$ cat src/rtl/fpnew_pkg.sv
// FP format descriptors, classification info and the FCLASS mask encoding.
// Latency: none (types, constants and pure functions only).
// Backpressure: not applicable.
package fpnew_pkg;

  typedef enum logic [2:0] {
    FP32    = 3'd0,
    FP64    = 3'd1,
    FP16    = 3'd2,
    FP8     = 3'd3,
    FP16ALT = 3'd4
  } fp_format_e;

  typedef struct packed {
    int unsigned exp_bits;
    int unsigned man_bits;
  } fp_encoding_t;

  localparam fp_encoding_t [0:4] FP_ENCODINGS = '{
    '{8, 23}, '{11, 52}, '{5, 10}, '{5, 2}, '{8, 7}
  };

  typedef struct packed {
    logic is_normal;
    logic is_subnormal;
    logic is_zero;
    logic is_inf;
    logic is_nan;
    logic is_signalling;
    logic is_quiet;
    logic is_boxed;
  } fp_info_t;

  // One-hot RISC-V FCLASS result bits.
  typedef enum logic [9:0] {
    NEGINF     = 10'h001,
    NEGNORM    = 10'h002,
    NEGSUBNORM = 10'h004,
    NEGZERO    = 10'h008,
    POSZERO    = 10'h010,
    POSSUBNORM = 10'h020,
    POSNORM    = 10'h040,
    POSINF     = 10'h080,
    SNAN       = 10'h100,
    QNAN       = 10'h200
  } classmask_e;

  function automatic int unsigned exp_bits(fp_format_e fmt);
    return FP_ENCODINGS[fmt].exp_bits;
  endfunction

  function automatic int unsigned man_bits(fp_format_e fmt);
    return FP_ENCODINGS[fmt].man_bits;
  endfunction

  function automatic int unsigned fp_width(fp_format_e fmt);
    return FP_ENCODINGS[fmt].exp_bits + FP_ENCODINGS[fmt].man_bits + 1;
  endfunction

  // NaN is tested first so unboxed operands (flagged as quiet NaN) never
  // fall through to a sign-dependent class.
  function automatic classmask_e fclass_mask(fp_info_t info, logic sign);
    if (info.is_nan)            return info.is_signalling ? SNAN : QNAN;
    else if (info.is_inf)       return sign ? NEGINF : POSINF;
    else if (info.is_normal)    return sign ? NEGNORM : POSNORM;
    else if (info.is_subnormal) return sign ? NEGSUBNORM : POSSUBNORM;
    else                        return sign ? NEGZERO : POSZERO;
  endfunction

endpackage

$ cat src/rtl/fpnew_classifier.sv
// Decodes exponent/mantissa of each operand into fp_info_t class flags.
// Latency: combinational.
// Backpressure: none, pure function of the operands.
module fpnew_classifier
  import fpnew_pkg::*;
#(
  parameter fp_format_e  FpFormat    = FP32,
  parameter int unsigned NumOperands = 1,
  parameter int unsigned WIDTH       = fp_width(FpFormat)
) (
  input  logic [NumOperands-1:0][WIDTH-1:0] operands_i,
  input  logic [NumOperands-1:0]            is_boxed_i,
  output fp_info_t [NumOperands-1:0]        info_o
);

  localparam int unsigned EXP_BITS = exp_bits(FpFormat);
  localparam int unsigned MAN_BITS = man_bits(FpFormat);

  for (genvar op = 0; op < int'(NumOperands); op++) begin : gen_op
    logic [EXP_BITS-1:0] exp_w;
    logic [MAN_BITS-1:0] man_w;
    logic                boxed_w, exp_ones_w, exp_zero_w, man_zero_w;
    logic                unused_sign;

    assign exp_w       = operands_i[op][WIDTH-2 -: EXP_BITS];
    assign man_w       = operands_i[op][MAN_BITS-1:0];
    assign unused_sign = operands_i[op][WIDTH-1];
    assign boxed_w     = is_boxed_i[op];
    assign exp_ones_w  = &exp_w;
    assign exp_zero_w  = ~|exp_w;
    assign man_zero_w  = ~|man_w;

    // An unboxed operand is treated as the canonical quiet NaN.
    assign info_o[op].is_normal     = boxed_w & ~exp_zero_w & ~exp_ones_w;
    assign info_o[op].is_subnormal  = boxed_w & exp_zero_w & ~man_zero_w;
    assign info_o[op].is_zero       = boxed_w & exp_zero_w & man_zero_w;
    assign info_o[op].is_inf        = boxed_w & exp_ones_w & man_zero_w;
    assign info_o[op].is_nan        = ~boxed_w | (exp_ones_w & ~man_zero_w);
    assign info_o[op].is_signalling = boxed_w & exp_ones_w & ~man_zero_w & ~man_w[MAN_BITS-1];
    assign info_o[op].is_quiet      = info_o[op].is_nan & ~info_o[op].is_signalling;
    assign info_o[op].is_boxed      = boxed_w;
  end

endmodule

$ cat src/rtl/fpnew_fclass_pipe.sv
// Classifies an FP operand into the 10-bit FCLASS mask and pipelines it with a tag.
// Latency: NumPipeRegs cycles (0 = combinational pass-through).
// Backpressure: valid/ready per stage, bubbles collapse; flush drops all in-flight ops.
module fpnew_fclass_pipe
  import fpnew_pkg::*;
#(
  parameter fp_format_e  FpFormat    = fp_format_e'(0),
  parameter int unsigned NumPipeRegs = 1,
  parameter int unsigned TagWidth    = 1,
  parameter int unsigned WIDTH       = fp_width(FpFormat)
) (
  input  logic                clk_i,
  input  logic                rst_i,
  input  logic [WIDTH-1:0]    operand_i,
  input  logic                is_boxed_i,
  input  logic [TagWidth-1:0] tag_i,
  input  logic                in_valid_i,
  output logic                in_ready_o,
  input  logic                flush_i,
  output logic [WIDTH-1:0]    result_o,
  output logic [TagWidth-1:0] tag_o,
  output logic                out_valid_o,
  input  logic                out_ready_i,
  output logic                busy_o
);

  fp_info_t info;

  fpnew_classifier #(
    .FpFormat   (FpFormat),
    .NumOperands(1)
  ) i_classifier (
    .operands_i(operand_i),
    .is_boxed_i(is_boxed_i),
    .info_o    (info)
  );

  // Index 0 is the combinational input side; index k>0 is pipeline register k.
  logic                stage_vld  [0:NumPipeRegs];
  logic                stage_rdy  [0:NumPipeRegs];
  logic [9:0]          stage_mask [0:NumPipeRegs];
  logic [TagWidth-1:0] stage_tag  [0:NumPipeRegs];

  assign stage_vld[0]  = in_valid_i;
  assign stage_mask[0] = fclass_mask(info, operand_i[WIDTH-1]);
  assign stage_tag[0]  = tag_i;

  // Ready ripples back from the output: a stage accepts when it is empty or drains.
  always_comb begin
    for (int k = 0; k <= int'(NumPipeRegs); k++) stage_rdy[k] = 1'b0;
    stage_rdy[NumPipeRegs] = out_ready_i;
    for (int k = int'(NumPipeRegs) - 1; k >= 0; k--)
      stage_rdy[k] = stage_rdy[k+1] | ~stage_vld[k+1];
  end

  for (genvar i = 0; i < int'(NumPipeRegs); i++) begin : gen_stage
    logic                vld_d, vld_q;
    logic [9:0]          mask_d, mask_q;
    logic [TagWidth-1:0] tag_d, tag_q;

    // Next-state: valid follows upstream when ready; data only moves on a transfer.
    always_comb begin
      vld_d  = vld_q;
      mask_d = mask_q;
      tag_d  = tag_q;
      if (stage_rdy[i]) vld_d = stage_vld[i];
      if (flush_i) vld_d = 1'b0;
      if (stage_vld[i] && stage_rdy[i]) begin
        mask_d = stage_mask[i];
        tag_d  = stage_tag[i];
      end
    end

    // Stage register, cleared asynchronously so in-flight ops vanish on reset.
    always_ff @(posedge clk_i or posedge rst_i) begin
      if (rst_i) begin
        vld_q  <= 1'b0;
        mask_q <= '0;
        tag_q  <= '0;
      end else begin
        vld_q  <= vld_d;
        mask_q <= mask_d;
        tag_q  <= tag_d;
      end
    end

    assign stage_vld[i+1]  = vld_q;
    assign stage_mask[i+1] = mask_q;
    assign stage_tag[i+1]  = tag_q;
  end

  // Busy whenever any register stage holds an operation; the input side does not count.
  always_comb begin
    busy_o = 1'b0;
    for (int k = 1; k <= int'(NumPipeRegs); k++) busy_o = busy_o | stage_vld[k];
  end

  assign in_ready_o  = stage_rdy[0];
  assign out_valid_o = stage_vld[NumPipeRegs];
  assign tag_o       = stage_tag[NumPipeRegs];
  assign result_o    = {{(WIDTH-10){1'b0}}, stage_mask[NumPipeRegs]};

endmodule

$ cat config.mk
export PLATFORM = sky130hd
export DESIGN_NAME = fpnew_fclass_pipe
export DESIGN_NICKNAME = d
export VERILOG_FILES = /design/src/rtl/fpnew_pkg.sv /design/src/rtl/fpnew_classifier.sv /design/src/rtl/fpnew_fclass_pipe.sv
export SDC_FILE = /design/constraint.sdc
export NUM_CORES = 1
export LEC_CHECK = 0
export ABC_AREA = 1
export BUFFER_PORTS_ARGS = -buffer_cell sky130_fd_sc_hd__buf_2
export CAP_MARGIN = 0
export CORE_ASPECT_RATIO = 0.9
export CORE_MARGIN = 1
export CORE_UTILIZATION = 35
export DETAILED_ROUTE_END_ITERATION = 8
export PLACE_DENSITY = 0.79
export SLEW_MARGIN = 20
export SYNTH_ARGS = -nofsm -noshare
export SYNTH_HDL_FRONTEND = slang
export SYNTH_SLANG_ARGS = --single-unit
$ cat constraint.sdc
create_clock -name clk_i -period 1 [get_ports clk_i]
set_input_delay 0.05 -clock clk_i [delete_from_list [all_inputs] [get_ports clk_i]]
set_output_delay 0.05 -clock clk_i [all_outputs]
set_load 0.05 [all_outputs]
# [Word-level counts from Yosys, hierarchy flattened]
# Index checks and enable logic that the tools add are counted.
# W data, S select, Z words.
[totals] register_bits=12 out_inout_bits=36 word_cells=36 in_bits=39
[classes] n_mux=11 bitwise=15 reduce_logical=7
[op_table] op="$reduce_or A23 Y1" n=1
[op_table] op="$mux W10" n=2
[op_table] op="$mux W8" n=2
[op_table] op="$mux W7" n=2
[op_table] op="$mux W6" n=2
[op_table] op="$and A1 B1 Y1" n=9
[op_table] op="$reduce_and A8 Y1" n=1
[op_table] op="$reduce_or A8 Y1" n=1
[op_table] op="$mux W5" n=1
[op_table] op="$not A1 Y1" n=4
[op_table] op="$logic_not A1 Y1" n=2
[op_table] op="$mux W1" n=2
[op_table] op="$or A1 B1 Y1" n=2
[op_table] op="$reduce_bool A2 Y1" n=1
[op_table] op="$logic_and A1 B1 Y1" n=1

# [Depth between registers and ports, before layout]
# Gate-level depths: netlist of the first run.
[logic_depth] ltp_word=8 ltp_mapped=8 ltp_nobuf=8

# [Hierarchy]
# Synthesis of the first run repeated with hierarchy kept, for this count alone.
[hier_totals] cells_unflattened=153 area_unflattened_um2=1037.2
[by_module_without_submodules] module="fpnew_fclass_pipe" area_each_um2=809.5 seq_area_each_um2=300.3 cells_each=103 n_inst=1
[by_module_without_submodules] module="fpnew_classifier" area_each_um2=227.7 seq_area_each_um2=0.0 cells_each=50 n_inst=1

# [Worst setup path after synthesis of the first run]
# OpenSTA, ideal clock, no wires.
[synth_path] path_kind="register to register" startpoint="register gen_stage[0].vld_q, in the netlist busy_o" endpoint="register gen_stage[0].vld_q, in the netlist busy_o" arrival_time_ns=1.352 setup_ns=0.081 stages_incl_launch_ff=3 period_less_slack_ns=1.433 t_required_ns=0.919 path_slack_ns=-0.433 n_path_buf=0 cell_sequence="dfrtp_1 -> nand2_1 -> a21oi_1"
[synth_between] elab_chain_len=3
[synth_lines] element="start: declaration" line="fpnew_fclass_pipe.sv:57" source="logic vld_d, vld_q;"
[synth_lines] element="start signal: assignment" line="fpnew_fclass_pipe.sv:81" source="vld_q <= vld_d;"
[synth_lines] element="$not A1 Y1" line="fpnew_fclass_pipe.sv:53" source="stage_rdy[k] = stage_rdy[k+1] | ~stage_vld[k+1];"
[synth_lines] element="$or A1 B1 Y1" line="fpnew_fclass_pipe.sv:53"
[synth_lines] element="named net in_ready_o" line="fpnew_fclass_pipe.sv:18" source="output logic in_ready_o,"
[synth_lines] element="$reduce_bool A2 Y1 (no source line)"
# The timed path passes the listed nets, and every way through them passes these cells.
# A chain may end at the register's enable or synchronous reset.

# [Final worst setup path of the first run]
[layout_path] startpoint="register gen_stage[0].vld_q, in the netlist busy_o" endpoint="register gen_stage[0].mask_q[7]"
[layout_between] elab_chain_len=3
[layout_lines] element="$not A1 Y1" line="fpnew_fclass_pipe.sv:53"
[layout_lines] element="$or A1 B1 Y1" line="fpnew_fclass_pipe.sv:53"
[layout_lines] element="$logic_and A1 B1 Y1" line="fpnew_fclass_pipe.sv:68" source="if (stage_vld[i] && stage_rdy[i]) begin"
[layout_lines] element="end signal: assignment" line="fpnew_fclass_pipe.sv:82" source="mask_q <= mask_d;"
[layout_lines] element="end: declaration" line="fpnew_fclass_pipe.sv:58" source="logic [9:0] mask_d, mask_q;"
# Every way passes these cells.

==> impl_metrics.env, run 1 <==
export IMPL_outcome="finished with violations"
export IMPL_violations="negative setup slack"
export IMPL_overflow=0
export IMPL_diodes=0
export IMPL_cts_max_path_buffers=2
export IMPL_path_buf_inv=2
export IMPL_clkPwrFrac_pct=22.0
export IMPL_cp_top_family="flip-flops"
export IMPL_r2r_end="gen_stage[0].mask_q[7]"
export IMPL_tritoncts="built"
export IMPL_max_stage_delay_ns=0.43
export IMPL_dpl_hpwl_um=1550
export IMPL_avgSynthCellArea_um2=6.96
export IMPL_power_switching_uw=553
export IMPL_drv_slew=0
export IMPL_ys_seq_area_share_pct=32.7
export IMPL_h_tree_depth=1
export IMPL_stdcell_count=212
export IMPL_setup_violations=11
export IMPL_worstPathMaxFanout=4
export IMPL_clk_latency_ns=0.26
export IMPL_syn_cell_area_um2=918
export IMPL_reg2reg_depth=5
export IMPL_rows=17
export IMPL_grt_pass1_vias=827
export IMPL_avgRoutedWirePerCell_um=9.17
export IMPL_grt_pass1_wl_um=3270
export IMPL_crit_type="register to register"
export IMPL_p_per_area_mw_per_mm2=1150
export IMPL_fin_ws_ns=-0.155
export IMPL_swShare_pct=40.7
export IMPL_multiInputGateArea_um2=435
export IMPL_place_inst=203
export IMPL_cp_required_ns=1.20
export IMPL_endpoint="gen_stage[0].mask_q[7]"
export IMPL_area_growth_pct=29.2
export IMPL_p_comb_share_pct=39.5
export IMPL_synthCells=132
export IMPL_maxCapViolations=0
export IMPL_die_x_um=56.0
export IMPL_critPathLaunch="busy_o"
export IMPL_hp_class="input port to register"
export IMPL_fin_nets=224
export IMPL_die_area_mm2=0.00283
export IMPL_p_leak_uw=0.000691
export IMPL_num_vias=883
export IMPL_drtPass1Iterations=4
export IMPL_pwr_share_seq_pct=38.4
export IMPL_drc=0
export IMPL_start_util_pct=37.2
export IMPL_reg2reg_from="busy_o"
export IMPL_finish_utilization_pct=48.1
export IMPL_drtIter0Drc=13
export IMPL_core_area_mm2=0.00247
export IMPL_pre_cts_ws_ns=-0.116
export IMPL_gp_congestion=0.862
export IMPL_grt_setup_unrepaired="yes"
export IMPL_wirelength_um=1950
export IMPL_p_int_uw=806
export IMPL_yosysTopAreaCellShare_pct=32.7
export IMPL_synth_common_cells="nand2_1, buf_4, nor2_1"
export IMPL_port_buffers=52
export IMPL_regArea_um2=302
export IMPL_die_h_um=50.6
export IMPL_io_pins=75
export IMPL_synth_top_area_cell="dfrtp_1"
export IMPL_grt_max_degree=13
export IMPL_cp_end_kind="register"
export IMPL_ff2ff_setup_slack_ns=-0.15
export IMPL_ant_nets=0
export IMPL_fmax_mhz=866
export IMPL_drive_above_1_share_pct=37.5
export IMPL_ys_top_cells_by_area="dfrtp_1, buf_4, nand2_1, nor2_1, o21ai_0"
export IMPL_hold_viol=0
export IMPL_antenna_found_initial=0
export IMPL_async_flop_share_pct=100
export IMPL_tns_ns=-1.05
export IMPL_skew_ns=0.00794
export IMPL_cts_buffers=3
export IMPL_cp_slowest_cell="dfrtp_2"
export IMPL_ys_flop_type="dfrtp_1"
export IMPL_fillers=256
export IMPL_synth_edf_count=0
export IMPL_cts_sinks=12
export IMPL_worst_path_stages=5
export IMPL_post_route_min_period_ns=1.15
export IMPL_peakVddDrop_uv=753
export IMPL_clk_pin_slew_worst_paths_ns=0.08
export IMPL_hold_start="operand_i[31]"
export IMPL_synth_seq_cells=12
export IMPL_start_kind="register"
export IMPL_grt_usage_pct=14.6
export IMPL_yosysMostFrequentCell="nand2_1"
export IMPL_path_cells="a21oi_4 -> inv_2 -> or2_4 -> buf_4 -> o21ai_2"
export IMPL_yosys_warnings=0
export IMPL_synth_cell_type_count=16
export IMPL_arrival_ns=1.35
export IMPL_clock_root_buffer="clkbuf_4"
export IMPL_viasPerCell=4.17
export IMPL_fin_crit_sh_pct=115
==> through the flow <==
step                hold WS (ns)  power, uW  area, um^2
floorplan                -0.0854        991        1000
global placement          0.0643       1030        1070
detailed placement        0.0838       1030        1070
CTS                       0.0783       1350        1150
global route               0.104       1440        1190
finish                    0.0824       1360        1190
==> placed cells by master (no fill, tap or decap) <==
| cell | synthesis | final |
|---|---|---|
| clkbuf_4 | 0 | 3 |
| a21oi_1 | 2 | 1 |
| nand2_2 | 0 | 1 |
| dlygate4sd3_1 | 0 | 3 |
| inv_2 | 1 | 1 |
| dfrtp_1 | 12 | 11 |
| nor2_2 | 1 | 1 |
| or2_4 | 1 | 1 |
| nor2_1 | 25 | 25 |
| o21ai_0 | 6 | 3 |
| nor3_1 | 1 | 1 |
| buf_4 | 33 | 5 |
| buf_6 | 0 | 3 |
| o21ai_2 | 0 | 1 |
| dfrtp_2 | 0 | 1 |
| nand3_1 | 3 | 3 |
| nand4_1 | 3 | 3 |
| conb_1 | 1 | 22 |
| o21ai_1 | 0 | 2 |
| a21oi_4 | 1 | 2 |
| nand2_1 | 35 | 34 |
| inv_1 | 6 | 6 |
| buf_2 | 1 | 49 |
| clkbuf_1 | 0 | 1 |
| buf_8 | 0 | 1 |
==> tightest hold or removal path: stages <==
cell and delay (ns):
buf_2 0.12, nand4_1 0.10, nand2_1 0.05
==> sequential cells by signal, indices dropped and copies added, names as in the netlist <==
| register | count |
|---|---|
| tag_o | 1 |
| gen_stage.mask_q | 10 |
| busy_o | 1 |
==> how the worst min path moves through the flow <==
| stage | end | slack, ns | cells after the start |
|---|---|---|---|
| 2_1_floorplan | gen_stage[0].mask_q[0] | -0.09 | 1 |
| 3_3_place_gp | gen_stage[0].mask_q[0] | 0.06 | 2 |
| 3_5_place_dp | gen_stage[0].mask_q[0] | 0.08 | 2 |
| 4_1_cts | gen_stage[0].mask_q[3] | 0.08 | 3 |
| 5_1_grt | busy_o | 0.10 | 3 |
| 6_report | gen_stage[0].mask_q[3] | 0.08 | 3 |
==> what timing repair did <==
item | in CTS | in global routing
setup endpoints to repair | 12 | 14
pin swaps | 0 | 3
endpoints found under the hold margin | 14 | 0
hold buffers | 3 | 0
gates resized for setup | 7 | 7
setup buffers | 0 | 2
==> per-layer routing <==
metal | global-route usage [%] | part of all wire [%] | vias to the layer above
li1 | - | - | 457
met1 | 16.7 | 41 | 382
met2 | 28.0 | 51 | 42
met3 | 1.03 | 6.6 | 2
met4 | 6.10 | 1.1 | 0
met5 | 0 | 0 | -
==> kinds of logic after synthesis <==
logic type,synth area share [%]
AND/OR/NAND/NOR,30.4
buffers and inverters,30.4
flip-flops,32.7
AO/OA/AOI/OAI,6.13
other,0.408
==> power groups by stage <==
stage	Sequential, uW	Clock [uW]	Combinational, uW
final	522	299	537
after global placement	530	0	497
after detailed placement	532	0	502
after floorplan	556	0	435
after global routing	525	339	574
after CTS	522	310	522
==> layout make-up <==
cell class	instances	share of cell area (%)
Sequential cell	12	25.4
Timing Repair Buffer	61	30.5
Inverter	7	2.22
Clock buffer	4	2.22
Multi-Input combinational cell	100	36.7
Tap cell	28	2.95
(Power assumes the default switching activity.)
==> inputs of run 2 (changes only) <==
- PLACE_DENSITY: 0.79 -> 0.85
==> run 2 against run 1 <==
The flow still finishes with violations (negative setup slack). Combinational power increased by 0.7%. Count of clock-buffer cells in the layout unchanged. Register-to-register slack improved by 0.03 ns. Worst hold slack got worse by 0.013 ns. Sequential power about the same. First-iteration DRC count decreased by 23%. Via count increased by 1.0%. Fmax increased by 2.3%. Critical endpoint is now gen_stage[0].mask_q[4]. Largest cell class unchanged.
==> impl_metrics.env, run 2 (synthesized netlist as in run 1, its figures left out) <==
export IMPL_outcome="finished with violations"
export IMPL_violations="negative setup slack"
export IMPL_reg2reg_depth=6
export IMPL_cp_top_family="flip-flops"
export IMPL_final_area_mm2=0.00120
export IMPL_drv_slew=0
export IMPL_fin_crit_sh_pct=113
export IMPL_core_area_mm2=0.00247
export IMPL_drive_above_1_share_pct=37.2
export IMPL_wirelength_um=1940
export IMPL_pre_cts_ws_ns=-0.102
export IMPL_ant_nets=0
export IMPL_peakVddDrop_uv=695
export IMPL_p_per_area_mw_per_mm2=1220
export IMPL_arrival_ns=1.34
export IMPL_worstPathMaxFanout=4
export IMPL_grt_max_degree=13
export IMPL_stdcell_count=211
export IMPL_critPathLaunch="busy_o"
export IMPL_drc=0
export IMPL_finish_utilization_pct=48.5
export IMPL_num_vias=892
export IMPL_dpl_hpwl_um=1470
export IMPL_drtPass1Iterations=6
export IMPL_diodes=0
export IMPL_post_route_min_period_ns=1.13
export IMPL_viasPerCell=4.23
export IMPL_multiInputGateArea_um2=437
export IMPL_rows=17
export IMPL_clk_pin_slew_worst_paths_ns=0.08
export IMPL_die_area_mm2=0.00283
export IMPL_path_cells="a21oi_4 -> inv_2 -> or2_4 -> nor2_2 -> nand3_1 -> nand2_1"
export IMPL_avgRoutedWirePerCell_um=9.18
export IMPL_endpoint="gen_stage[0].mask_q[4]"
export IMPL_die_x_um=56.0
export IMPL_crit_type="register to register"
export IMPL_p_leak_uw=0.000699
export IMPL_holdWs_ns=0.0696
export IMPL_layout_commonest_cell="buf_2"
export IMPL_place_inst=203
export IMPL_placed_area_mm2=0.00107
export IMPL_io_pins=75
export IMPL_clk_latency_ns=0.28
export IMPL_final_cell_mix="buf_2, nand2_1, nor2_1"
export IMPL_gp_congestion=0.763
export IMPL_start_kind="register"
export IMPL_skew_ns=0.00624
export IMPL_setup_violations=14
export IMPL_top_register="gen_stage.mask_q"
export IMPL_ff2ff_setup_slack_ns=-0.13
export IMPL_hold_viol=0
export IMPL_antenna_found_initial=0
export IMPL_start_util_pct=37.2
export IMPL_hp_class="input port to register"
export IMPL_fillers=258
export IMPL_cts_max_path_buffers=2
export IMPL_max_stage_delay_ns=0.43
export IMPL_grt_usage_pct=14.5
export IMPL_h_tree_depth=1
export IMPL_overflow=0
export IMPL_cp_end_kind="register"
export IMPL_fmax_mhz=886
export IMPL_largest_reg_flops=10
export IMPL_cp_required_ns=1.22
export IMPL_fin_ws_ns=-0.129
export IMPL_reg2reg_from="busy_o"
export IMPL_drtIter0Drc=10
export IMPL_cp_slowest_cell="dfrtp_2"
export IMPL_cts_buffers=3
export IMPL_path_buf_inv=1
export IMPL_tritoncts="built"
export IMPL_clock_root_buffer="clkbuf_4"
export IMPL_grt_pass1_vias=802
export IMPL_maxCapViolations=0
export IMPL_regArea_um2=302
export IMPL_grt_pass1_wl_um=3200
export IMPL_cts_sinks=12
export IMPL_port_buffers=52
export IMPL_area_growth_pct=30.4
export IMPL_r2r_end="gen_stage[0].mask_q[4]"
export IMPL_die_h_um=50.6
export IMPL_grt_setup_unrepaired="yes"
export IMPL_worst_path_stages=6
export IMPL_fin_nets=223
-- run 2: repair_timing --
action	4_1_cts	5_1_grt
pin swaps	0	1
resized for setup	13	2
endpoints found under the setup margin	12	14
hold buffers	3	0
hold endpoints to repair	14	0
buffers inserted	0	1
-- run 2: layout make-up --
class | count | share of cell area, %
multi-input cells | 100 | 36.5
well taps | 28 | 2.93
inverters | 7 | 2.19
repair buffers | 60 | 30.2
clock buffers | 4 | 3.03
flip-flops and latches | 12 | 25.2
-- run 2: worst min-delay path, stage by stage --
cell and delay (ns):
buf_2 0.10, inv_1 0.10, a21oi_1 0.08
-- run 2: worst min-delay path by stage --
stage / slack, ns / to / startpoint / cells after the start
CTS: 0.07 / busy_o / in_valid_i / 3
global route: 0.07 / busy_o / in_valid_i / 3
global placement: 0.07 / gen_stage[0].mask_q[3] / rst_i / 2
finish: 0.07 / busy_o / in_valid_i / 3
detailed placement: 0.09 / gen_stage[0].mask_q[3] / rst_i / 2
floorplan: -0.09 / gen_stage[0].mask_q[0] / rst_i / 1
-- run 2: power by group --
part           switching, uW  internal [uW]  leakage (uW)
registers               13.1            508      0.000158
logic                    397            144      0.000520
clock network            172            222     0.0000210
-- run 2: per-stage QoR --
stage | setup TNS, ns | power (uW)
finish | -0.761 | 1460
detailed placement | -0.467 | 1030
global route | -1.47 | 1530
floorplan | -2.00 | 991
global placement | -0.226 | 1030
CTS | -0.769 | 1460
-- run 2: layer usage --
metal  vias up  part of all wire (%)  global-route usage [%]
li1        455                     -                       -
met1       383                    44                    17.1
met2        48                    47                    26.0
met3         6                   6.8                    1.80
met4         0                   1.8                    7.32
met5         -                     0                       0
==> inputs of run 3 (changes only) <==
- CORE_UTILIZATION: 35 -> 41
- PLACE_DENSITY: 0.85 -> 0.84
- clock period: 1 -> 1.3 ns (I/O delays scaled with it)
==> run 3 against run 2 <==
The run now ends clean. Critical path type unchanged. Count of clock-buffer cells in the layout is the same. Clock skew rose by 0.0020 ns. Largest cell class unchanged. Utilization up 6.8 points. First-iteration DRC count increased by 50%. Clock power decreased by 40%. Sequential share of layout area up 2.0 points. Register-to-register slack better by 0.23 ns. Cell area down 7.2%. Fmax shrank 6.0%. Combinational power fell by 28%. Non-clock buffer count decreased by 3.
==> impl_metrics.env, run 3 (synthesized netlist as in run 1, its figures left out) <==
export IMPL_fmax_mhz=833
export IMPL_grt_setup_unrepaired="no"
export IMPL_maxCapViolations=0
export IMPL_layout_commonest_cell="buf_2"
export IMPL_viasPerCell=4.24
export IMPL_clock_root_buffer="clkbuf_4"
export IMPL_setup_violations=0
export IMPL_diodes=0
export IMPL_cp_required_ns=1.50
export IMPL_gp_congestion=0.773
export IMPL_drtIter0Drc=15
export IMPL_start_kind="register"
export IMPL_cts_sinks=12
export IMPL_die_h_um=46.9
export IMPL_fillers=200
export IMPL_antenna_found_initial=0
export IMPL_arrival_ns=1.40
export IMPL_worstPathMaxFanout=5
export IMPL_place_inst=198
export IMPL_die_area_mm2=0.00243
export IMPL_post_route_min_period_ns=1.20
export IMPL_hp_class="input port to register"
export IMPL_dpl_hpwl_um=1510
export IMPL_fin_ws_ns=0.0993
export IMPL_outcome="complete, no violations"
export IMPL_drive_above_1_share_pct=35.0
export IMPL_h_tree_depth=1
export IMPL_pre_cts_ws_ns=0.128
export IMPL_p_leak_uw=0.000660
export IMPL_start_util_pct=45.7
export IMPL_fin_nets=220
export IMPL_overflow=0
export IMPL_tritoncts="built"
export IMPL_avgRoutedWirePerCell_um=8.71
export IMPL_grt_pass1_vias=764
export IMPL_stdcell_count=205
export IMPL_drtPass1Iterations=4
export IMPL_drc=0
export IMPL_p_per_area_mw_per_mm2=922
export IMPL_top_register="gen_stage.mask_q"
export IMPL_crit_type="register to register"
export IMPL_tns_ns=0
export IMPL_peakVddDrop_uv=443
export IMPL_clk_pin_slew_worst_paths_ns=0.08
export IMPL_grt_usage_pct=16.0
export IMPL_rows=15
export IMPL_fin_crit_sh_pct=92.4
export IMPL_finish_utilization_pct=55.3
export IMPL_num_vias=869
export IMPL_drv_slew=0
export IMPL_final_cell_mix="buf_2, nand2_1, nor2_1"
export IMPL_hold_viol=0
export IMPL_grt_pass1_wl_um=2860
export IMPL_core_area_mm2=0.00201
export IMPL_grt_max_degree=13
export IMPL_area_growth_pct=21.0
export IMPL_skew_ns=0.00820
export IMPL_cts_setup_buffers=0
export IMPL_wirelength_um=1790
export IMPL_cts_max_path_buffers=2
export IMPL_ant_nets=0
export IMPL_die_x_um=51.9
export IMPL_cp_end_kind="register"
export IMPL_cts_buffers=3
export IMPL_port_buffers=52
export IMPL_io_pins=75
export IMPL_clk_latency_ns=0.27
export IMPL_largest_reg_flops=10
## run 3: final cells by class
cell class,count,area [um^2],share of cell area [%]
inverters,7,26.3,2.36
clock buffers,4,26.3,2.36
well taps,25,31.3,2.82
multi-input cells,100,420,37.8
repair buffers,57,305,27.5
flip-flops and latches,12,302,27.1
## run 3: worst max-delay path, cell delays in order (launching register included)
cell and delay (ns):
dfrtp_2 0.45, a21oi_4 0.17, inv_2 0.08, or2_4 0.25, nor2_2 0.07, nand3_1 0.07, nand2_1 0.06
## run 3: worst paths after layout
| path | startpoint | to | slack [ns] | cells past startpoint |
|---|---|---|---|---|
| setup / recovery | busy_o | gen_stage[0].mask_q[4] | 0.1 | 6 |
| hold / removal | out_ready_i | busy_o | 0.09 | 4 |
| setup reg to reg | busy_o | gen_stage[0].mask_q[4] | 0.1 | 6 |
| hold reg to reg | gen_stage[0].mask_q[4] | gen_stage[0].mask_q[4] | 0.48 | 2 |
| max in group asynchronous | rst_i | busy_o | 0.64 | 3 |
| min in group asynchronous | rst_i | gen_stage[0].mask_q[3] | 0.33 | 3 |
## run 3: routing by layer
| metal | vias up | share of wire (%) | global-route usage [%] |
|---|---|---|---|
| met2 | 48 | 47 | 29.0 |
| met5 | - | 0 | 0 |
| met4 | 0 | 1.4 | 9.73 |
| met3 | 2 | 8.3 | 2.91 |
| met1 | 370 | 43 | 17.8 |
| li1 | 449 | - | - |
## run 3: timing repair
| item | in CTS | in global routing |
|---|---|---|
| endpoints found under the hold margin | 14 | 0 |
| hold buffers | 3 | 0 |
| gates resized for setup | 0 | 0 |
## run 3: power breakdown
| group | internal, uW | total [uW] | switching (uW) |
|---|---|---|---|
| registers | 391 | 403 | 11.3 |
| logic | 90.8 | 387 | 296 |
| clock network | 119 | 236 | 117 |
| total | 601 | 1020 | 424 |
## run 3: per-stage QoR
step / hold WS, ns / total power, uW / instance area [um^2]
2_1_floorplan: -0.0704 / 762 / 1000
3_3_place_gp: 0.0830 / 785 / 1050
3_5_place_dp: 0.0942 / 790 / 1050
4_1_cts: 0.0843 / 1030 / 1110
5_1_grt: 0.0857 / 1080 / 1110
6_report: 0.0875 / 1020 / 1110
